[src/rtl/conv_mac_engine.sv]
// conv_mac_engine: streams one KERNEL_SIZE x KERNEL_SIZE signed convolution window
// through LANES parallel multipliers, a registered lane adder tree and an accumulator.
//
// Ports:
//   Clk, Rst           clock, synchronous active-high reset
//   cStart, wLoad      start request (IDLE only); wLoad=1 loads fresh weights first
//   cReady             high only in IDLE
//   wValid/wReady/wData  weight beats (LANES lanes of BIT_LENGTH bits, lane i at i*BIT_LENGTH)
//   dValid/dReady/dData  pixel beats, same lane packing
//   sumValid/sumReady/finalsum  result handshake, finalsum is 2*BIT_LENGTH signed
//
// Optional feature macro: CONV_SATURATE_EN
//   defined   -> finalsum is the accumulator clamped to the 2*BIT_LENGTH signed range
//   undefined -> finalsum is the accumulator truncated to 2*BIT_LENGTH bits
module conv_mac_engine #(
  parameter int unsigned BIT_LENGTH  = 16,
  parameter int unsigned KERNEL_SIZE = 3,
  parameter int unsigned LANES       = 3,
  parameter int unsigned ACC_WIDTH   = 2 * BIT_LENGTH + $clog2(KERNEL_SIZE * KERNEL_SIZE)
) (
  input  logic                                Clk,
  input  logic                                Rst,
  input  logic                                cStart,
  input  logic                                wLoad,
  output logic                                cReady,
  input  logic                                wValid,
  output logic                                wReady,
  input  logic [LANES*BIT_LENGTH-1:0]         wData,
  input  logic                                dValid,
  output logic                                dReady,
  input  logic [LANES*BIT_LENGTH-1:0]         dData,
  output logic                                sumValid,
  input  logic                                sumReady,
  output logic signed [2*BIT_LENGTH-1:0]      finalsum
);

  localparam int unsigned TAPS  = KERNEL_SIZE * KERNEL_SIZE;
  localparam int unsigned BEATS = (TAPS + LANES - 1) / LANES;
  localparam int unsigned CNT_W = (BEATS > 1) ? $clog2(BEATS) : 1;
  localparam int unsigned PW    = 2 * BIT_LENGTH;
  localparam logic [CNT_W-1:0] LAST_BEAT = CNT_W'(BEATS - 1);

  typedef enum logic [2:0] {S_IDLE, S_LOAD_W, S_RUN, S_DRAIN, S_OUT} state_t;

  state_t state, state_nxt;

  logic [CNT_W-1:0]             beat_cnt;
  logic signed [BIT_LENGTH-1:0] w_q [BEATS][LANES];
  logic signed [PW-1:0]         s1_prod [LANES];
  logic                         s1_valid, s1_last, s2_valid, s2_last;
  logic signed [ACC_WIDTH-1:0]  s2_sum, acc;

  logic                         start_c, w_fire_c, d_fire_c, last_beat_c;
  logic                         lane_en_c [LANES];
  logic signed [BIT_LENGTH-1:0] px_c [LANES];
  logic signed [PW-1:0]         prod_c [LANES];
  logic signed [ACC_WIDTH-1:0]  lane_sum_c, acc_nxt_c;
  logic signed [PW-1:0]         result_c;

  // State register
  always_ff @(posedge Clk) begin
    if (Rst) state <= S_IDLE;
    else     state <= state_nxt;
  end

  // Next-state and handshake decode
  always_comb begin
    state_nxt = state;
    start_c   = 1'b0;
    w_fire_c  = 1'b0;
    d_fire_c  = 1'b0;
    case (state)
      S_IDLE: begin
        if (cStart) begin
          start_c   = 1'b1;
          state_nxt = wLoad ? S_LOAD_W : S_RUN;
        end
      end
      S_LOAD_W: begin
        if (wValid) begin
          w_fire_c = 1'b1;
          if (last_beat_c) state_nxt = S_RUN;
        end
      end
      S_RUN: begin
        if (dValid) begin
          d_fire_c = 1'b1;
          if (last_beat_c) state_nxt = S_DRAIN;
        end
      end
      S_DRAIN: begin
        if (s2_valid && s2_last) state_nxt = S_OUT;
      end
      S_OUT: begin
        if (sumReady) state_nxt = S_IDLE;
      end
      default: state_nxt = S_IDLE;
    endcase
  end

  assign last_beat_c = (beat_cnt == LAST_BEAT);

  // Lane masking, stage-1 products, stage-2 lane sum, accumulate
  always_comb begin
    lane_sum_c = '0;
    for (int unsigned i = 0; i < LANES; i++) begin
      // lanes past the last tap on the final beat carry don't-care data
      lane_en_c[i] = ((LANES * 32'(beat_cnt)) + i) < TAPS;
      px_c[i]      = lane_en_c[i] ? $signed(dData[i*BIT_LENGTH +: BIT_LENGTH]) : '0;
      prod_c[i]    = PW'(w_q[beat_cnt][i]) * PW'(px_c[i]);
      lane_sum_c   = lane_sum_c + ACC_WIDTH'(s1_prod[i]);
    end
    acc_nxt_c = acc + s2_sum;
  end

  // Result formatting applied on the DRAIN->OUT capture
  always_comb begin
`ifdef CONV_SATURATE_EN
    result_c = acc_nxt_c[PW-1:0];
    // overflow when the bits above the result sign bit are not a pure sign extension
    if ((|acc_nxt_c[ACC_WIDTH-1:PW-1]) && !(&acc_nxt_c[ACC_WIDTH-1:PW-1])) begin
      result_c = acc_nxt_c[ACC_WIDTH-1] ? {1'b1, {(PW-1){1'b0}}} : {1'b0, {(PW-1){1'b1}}};
    end
`else
    result_c = acc_nxt_c[PW-1:0];
`endif
  end

  // Datapath and registered outputs
  always_ff @(posedge Clk) begin
    if (Rst) begin
      cReady   <= 1'b1;
      wReady   <= 1'b0;
      dReady   <= 1'b0;
      sumValid <= 1'b0;
      finalsum <= '0;
      beat_cnt <= '0;
      acc      <= '0;
      s1_valid <= 1'b0;
      s1_last  <= 1'b0;
      s2_valid <= 1'b0;
      s2_last  <= 1'b0;
      s2_sum   <= '0;
      for (int unsigned b = 0; b < BEATS; b++) begin
        for (int unsigned i = 0; i < LANES; i++) w_q[b][i] <= '0;
      end
      for (int unsigned i = 0; i < LANES; i++) s1_prod[i] <= '0;
    end else begin
      cReady <= (state_nxt == S_IDLE);
      wReady <= (state_nxt == S_LOAD_W);
      dReady <= (state_nxt == S_RUN);

      if (start_c)                    beat_cnt <= '0;
      else if (w_fire_c || d_fire_c)  beat_cnt <= last_beat_c ? '0 : beat_cnt + 1'b1;

      if (w_fire_c) begin
        for (int unsigned i = 0; i < LANES; i++) begin
          w_q[beat_cnt][i] <= lane_en_c[i] ? $signed(wData[i*BIT_LENGTH +: BIT_LENGTH]) : '0;
        end
      end

      s1_valid <= d_fire_c;
      s1_last  <= d_fire_c && last_beat_c;
      if (d_fire_c) begin
        for (int unsigned i = 0; i < LANES; i++) s1_prod[i] <= prod_c[i];
      end

      s2_valid <= s1_valid;
      s2_last  <= s1_last;
      if (s1_valid) s2_sum <= lane_sum_c;

      if (start_c)       acc <= '0;
      else if (s2_valid) acc <= acc_nxt_c;

      if (s2_valid && s2_last) begin
        sumValid <= 1'b1;
        finalsum <= result_c;
      end else if ((state == S_OUT) && sumReady) begin
        sumValid <= 1'b0;
      end
    end
  end

endmodule
[config.mk]
export PLATFORM = sky130hd
export DESIGN_NAME = conv_mac_engine
export DESIGN_NICKNAME = d
export VERILOG_FILES = /design/src/rtl/conv_mac_engine.sv
export SDC_FILE = /design/constraint.sdc
export NUM_CORES = 2
export LEC_CHECK = 0
export CORE_MARGIN = 5
export CORE_UTILIZATION = 60
export DETAILED_ROUTE_END_ITERATION = 10
export PLACE_DENSITY = 0.78
export SLEW_MARGIN = 10
export SYNTH_ARGS = -nofsm -noshare
export SYNTH_HDL_FRONTEND = slang
export SYNTH_SLANG_ARGS = --single-unit
[constraint.sdc]
create_clock -name Clk -period 10.7 [get_ports Clk]
set_input_delay 2.14 -clock Clk [delete_from_list [all_inputs] [get_ports Clk]]
set_output_delay 2.14 -clock Clk [all_outputs]
set_load 0.02 [all_outputs]
==> impl_metrics.json <==
{
  "ys_types": 76,
  "yosysMostFrequentCell": "inv_1",
  "drive_above_1_share_pct": 3.882,
  "hp-start": "finalsum[29]",
  "crit_type": "primary input to register",
  "end_kind": "register",
  "synthesis.area_um2": 48580,
  "io_pins": 139,
  "vias_per_cell": 5.641,
  "startpoint_type": "primary input",
  "drt_pass1_iterations": 5,
  "nets": 6270,
  "rows": 104,
  "die_y_um": 294.5,
  "antenna_found_initial": 3,
  "antenna_left": 0,
  "grt_usage_pct": 28.25,
  "seq_area_frac_synth_pct": 22.38,
  "cts_inserted_buffers": 43,
  "timing.critical_path.cells": "clkdlybuf4s50_1, nand2_1, nor2_1, inv_1, fa_1, inv_1, fa_1, fa_1, fa_1, fa_1, inv_1, fa_1, inv_1, ha_1, nand3_1, nor2_1, nand4_1, o22ai_1, o31a_1, a211o_1, a21oi_1, xnor2_1, nor2_1",
  "synthAdderAreaFrac_pct": 41.66,
  "dieWidth_um": 294.5,
  "fin_tns_setup_ns": 0,
  "cp_slowest_cell": "fa_1",
  "htree_levels": 2,
  "clk_pin_slew_ns": 0.06,
  "hold_path_class": "register to register",
  "yosys-top-cells-count": "inv_1, fa_1, nor2_1",
  "critical_path_arrival_ns": 9.03,
  "ctsResizeCount": 0,
  "die_area_um2": 86750,
  "required_ns": 11.00,
  "ys_warn_count": 0,
  "finalSetupViolCount": 0,
  "syn-num-nets": 6222,
  "cp_max_fo": 9,
  "status": "complete, no violations",
  "post_cts_buffers": 0,
  "num-fill-cells": 6479,
  "slew_headroom_pct": 14.88,
  "grt_setup_unrepaired": "false",
  "tightest_slew_ns": 1.268,
  "drc": 0,
  "fmax_ghz": 0.1146,
  "async_reset_ff_share_pct": 0,
  "syn2layout_area_growth_pct": 7.879,
  "synthMuxAreaShare_pct": 3.070,
  "synth_area_leaders": "fa_1, edfxtp_1, ha_1, inv_1, dfxtp_1",
  "wire_per_inst_um": 19.48,
  "yosys.area_share.simple_pct": 14.70,
  "cts_sinks": 399,
  "grt_pass1_vias": 36428,
  "synth-compound-area-share_pct": 6.937,
  "ys_ff_latch": 399,
  "critPathLaunch": "dData[21]",
  "critPathBufInv": 5,
  "cpMostUsedCell": "fa_1",
  "cts-root-buf": "clkbuf_16",
  "vias": 34626,
  "insertion_delay_ns": 0.58,
  "synth_top_cell_area_share_pct": 33.75,
  "portBuffers": 138,
  "drt_iter0_drc": 2598,
  "holdBufCountCts": 0,
  "slew_violations": 0,
  "core-area_um2": 80420,
  "grt-ovfl-total": 0,
  "synth_xor_area_share_pct": 2.687,
  "ys.flop_type": "edfxtp_1",
  "hold_viol_final": 0,
  "gp_congestion": 0.9610,
  "synth_top_family_by_area": "adder cells",
  "synth_cells": 4993,
  "dp_hpwl_um": 96110,
  "routed_wl_um": 119600,
  "post-route-min-period_ns": 8.728,
  "grt_pass1_wl_um": 193700,
  "slowest_delay_ns": 0.81,
  "synth.largest_area_cell": "fa_1",
  "cts_tree": "done",
  "skew_ns": 0.02568,
  "max-clock-path-buffers": 3,
  "cap_violations": 0,
  "synth_area_per_cell_um2": 9.729,
  "cp_top_family": "adder cells",
  "grt_max_degree": 85,
  "synth-edff-count": 288,
  "initial_core_util_pct": 60.40,
  "finalCritPeriodShare_pct": 81.57
}
==> layout make-up <==
type / count / area (um2) / area share, %
antenna: 3 / 7.507 / 0.01433
clock buffer: 55 / 1162 / 2.218
clock inverter: 24 / 260.3 / 0.4966
inverter: 931 / 3495 / 6.669
multi-input combinational: 3487 / 33590 / 64.09
sequential: 399 / 10880 / 20.76
tap: 1060 / 1326 / 2.531
timing repair buffer: 179 / 1684 / 3.214
==> metal layers <==
layer	up-vias	share of wire, %	GRT usage (%)
li1	15854	-	-
met1	17152	41	38.71
met2	1393	45	44.33
met3	227	10	8.824
met4	0	2.9	7.559
met5	-	0	0
==> worst register-to-register path, stage by stage (launching register included) <==
cell     delay (ns)
dfxtp_4        0.94
buf_4          0.38
mux2_2         0.38
o21ai_1        0.82
nor2_1         0.17
fa_1           0.54
inv_1          0.05
fa_1           0.46
fa_1           0.50
fa_1           0.56
inv_1          0.05
fa_1           0.49
fa_1           0.42
ha_1           0.36
a21o_1         0.20
a21o_1         0.19
a22o_1         0.23
a31oi_1        0.39
o31ai_2        0.19
a32oi_1        0.31
nor4b_1        0.33
or3_1          0.17
a21oi_1        0.06
==> worst paths after layout <==
kind	slack, ns	to	depth (start not counted)
worst min register to register	0.45	finalsum[29]	2
worst max-delay path	1.97	s1_prod[0][63]	23
worst max register to register	2.22	s1_prod[0][95]	22
worst min-delay path	0.45	finalsum[29]	2
==> state kept, by name, summed over array words and instances, names as in the netlist, 2 cells and up, named ones only <==
signal,flops
s1_prod,96
s2_sum,32
acc,32
state,3
beat_cnt,2
finalsum,32
w_q,192
==> metrics by stage <==
| stage | util, % | area (um2) | cells | hold WS [ns] | worst slack (ns) |
|---|---|---|---|---|---|
| final | 65.16 | 52400 | 6138 | 0.4517 | 1.972 |
| after global routing | 65.16 | 52400 | 6137 | 0.4738 | 1.632 |
| after CTS | 65.15 | 52400 | 6135 | 0.4548 | 2.094 |
| after detailed placement | 63.39 | 50970 | 6056 | 0.4465 | 1.490 |
| after global placement | 63.39 | 50970 | 6056 | 0.4352 | 1.658 |
| after floorplan | - | 48580 | 4993 | 0.4138 | 2.591 |
==> cell families (layout without fill, tap and decap cells) <==
family                   count (synthesis)  count (layout)
AND/OR/NAND/NOR                       1560            1560
adder cells (fa/ha/maj)               1126            1126
buffers and inverters                 1107            1189
AO/OA/AOI/OAI                          526             526
flip-flops                             399             399
XOR/XNOR                               149             149
multiplexers                           126             126
other                                    0               3
==> placed cells by master (no fill, tap or decap), drive strengths merged, types with 6 or more instances in the layout <==
cell type        n
a211oi          34
a21o            67
a21oi          139
a31o             6
a31oi           17
and2           198
and3           112
buf             42
clkbuf          55
clkdlybuf4s50  137
clkinv          13
dfxtp          111
edfxtp         288
fa             819
ha             307
inv            935
mux2            34
mux2i           77
mux4            15
nand2          506
nand2b          15
nand3           86
nand3b           9
nand4           11
nor2           514
nor2b           16
nor3            25
nor3b           17
o211ai           6
o21a            58
o21ai          123
o21bai          20
o31a             7
or2             19
or3             12
xnor2          108
xor2            41
Power is left out: the tool's default activity adds up to more than one toggle a clock period on the data nets, which glitch-free logic cannot reach.
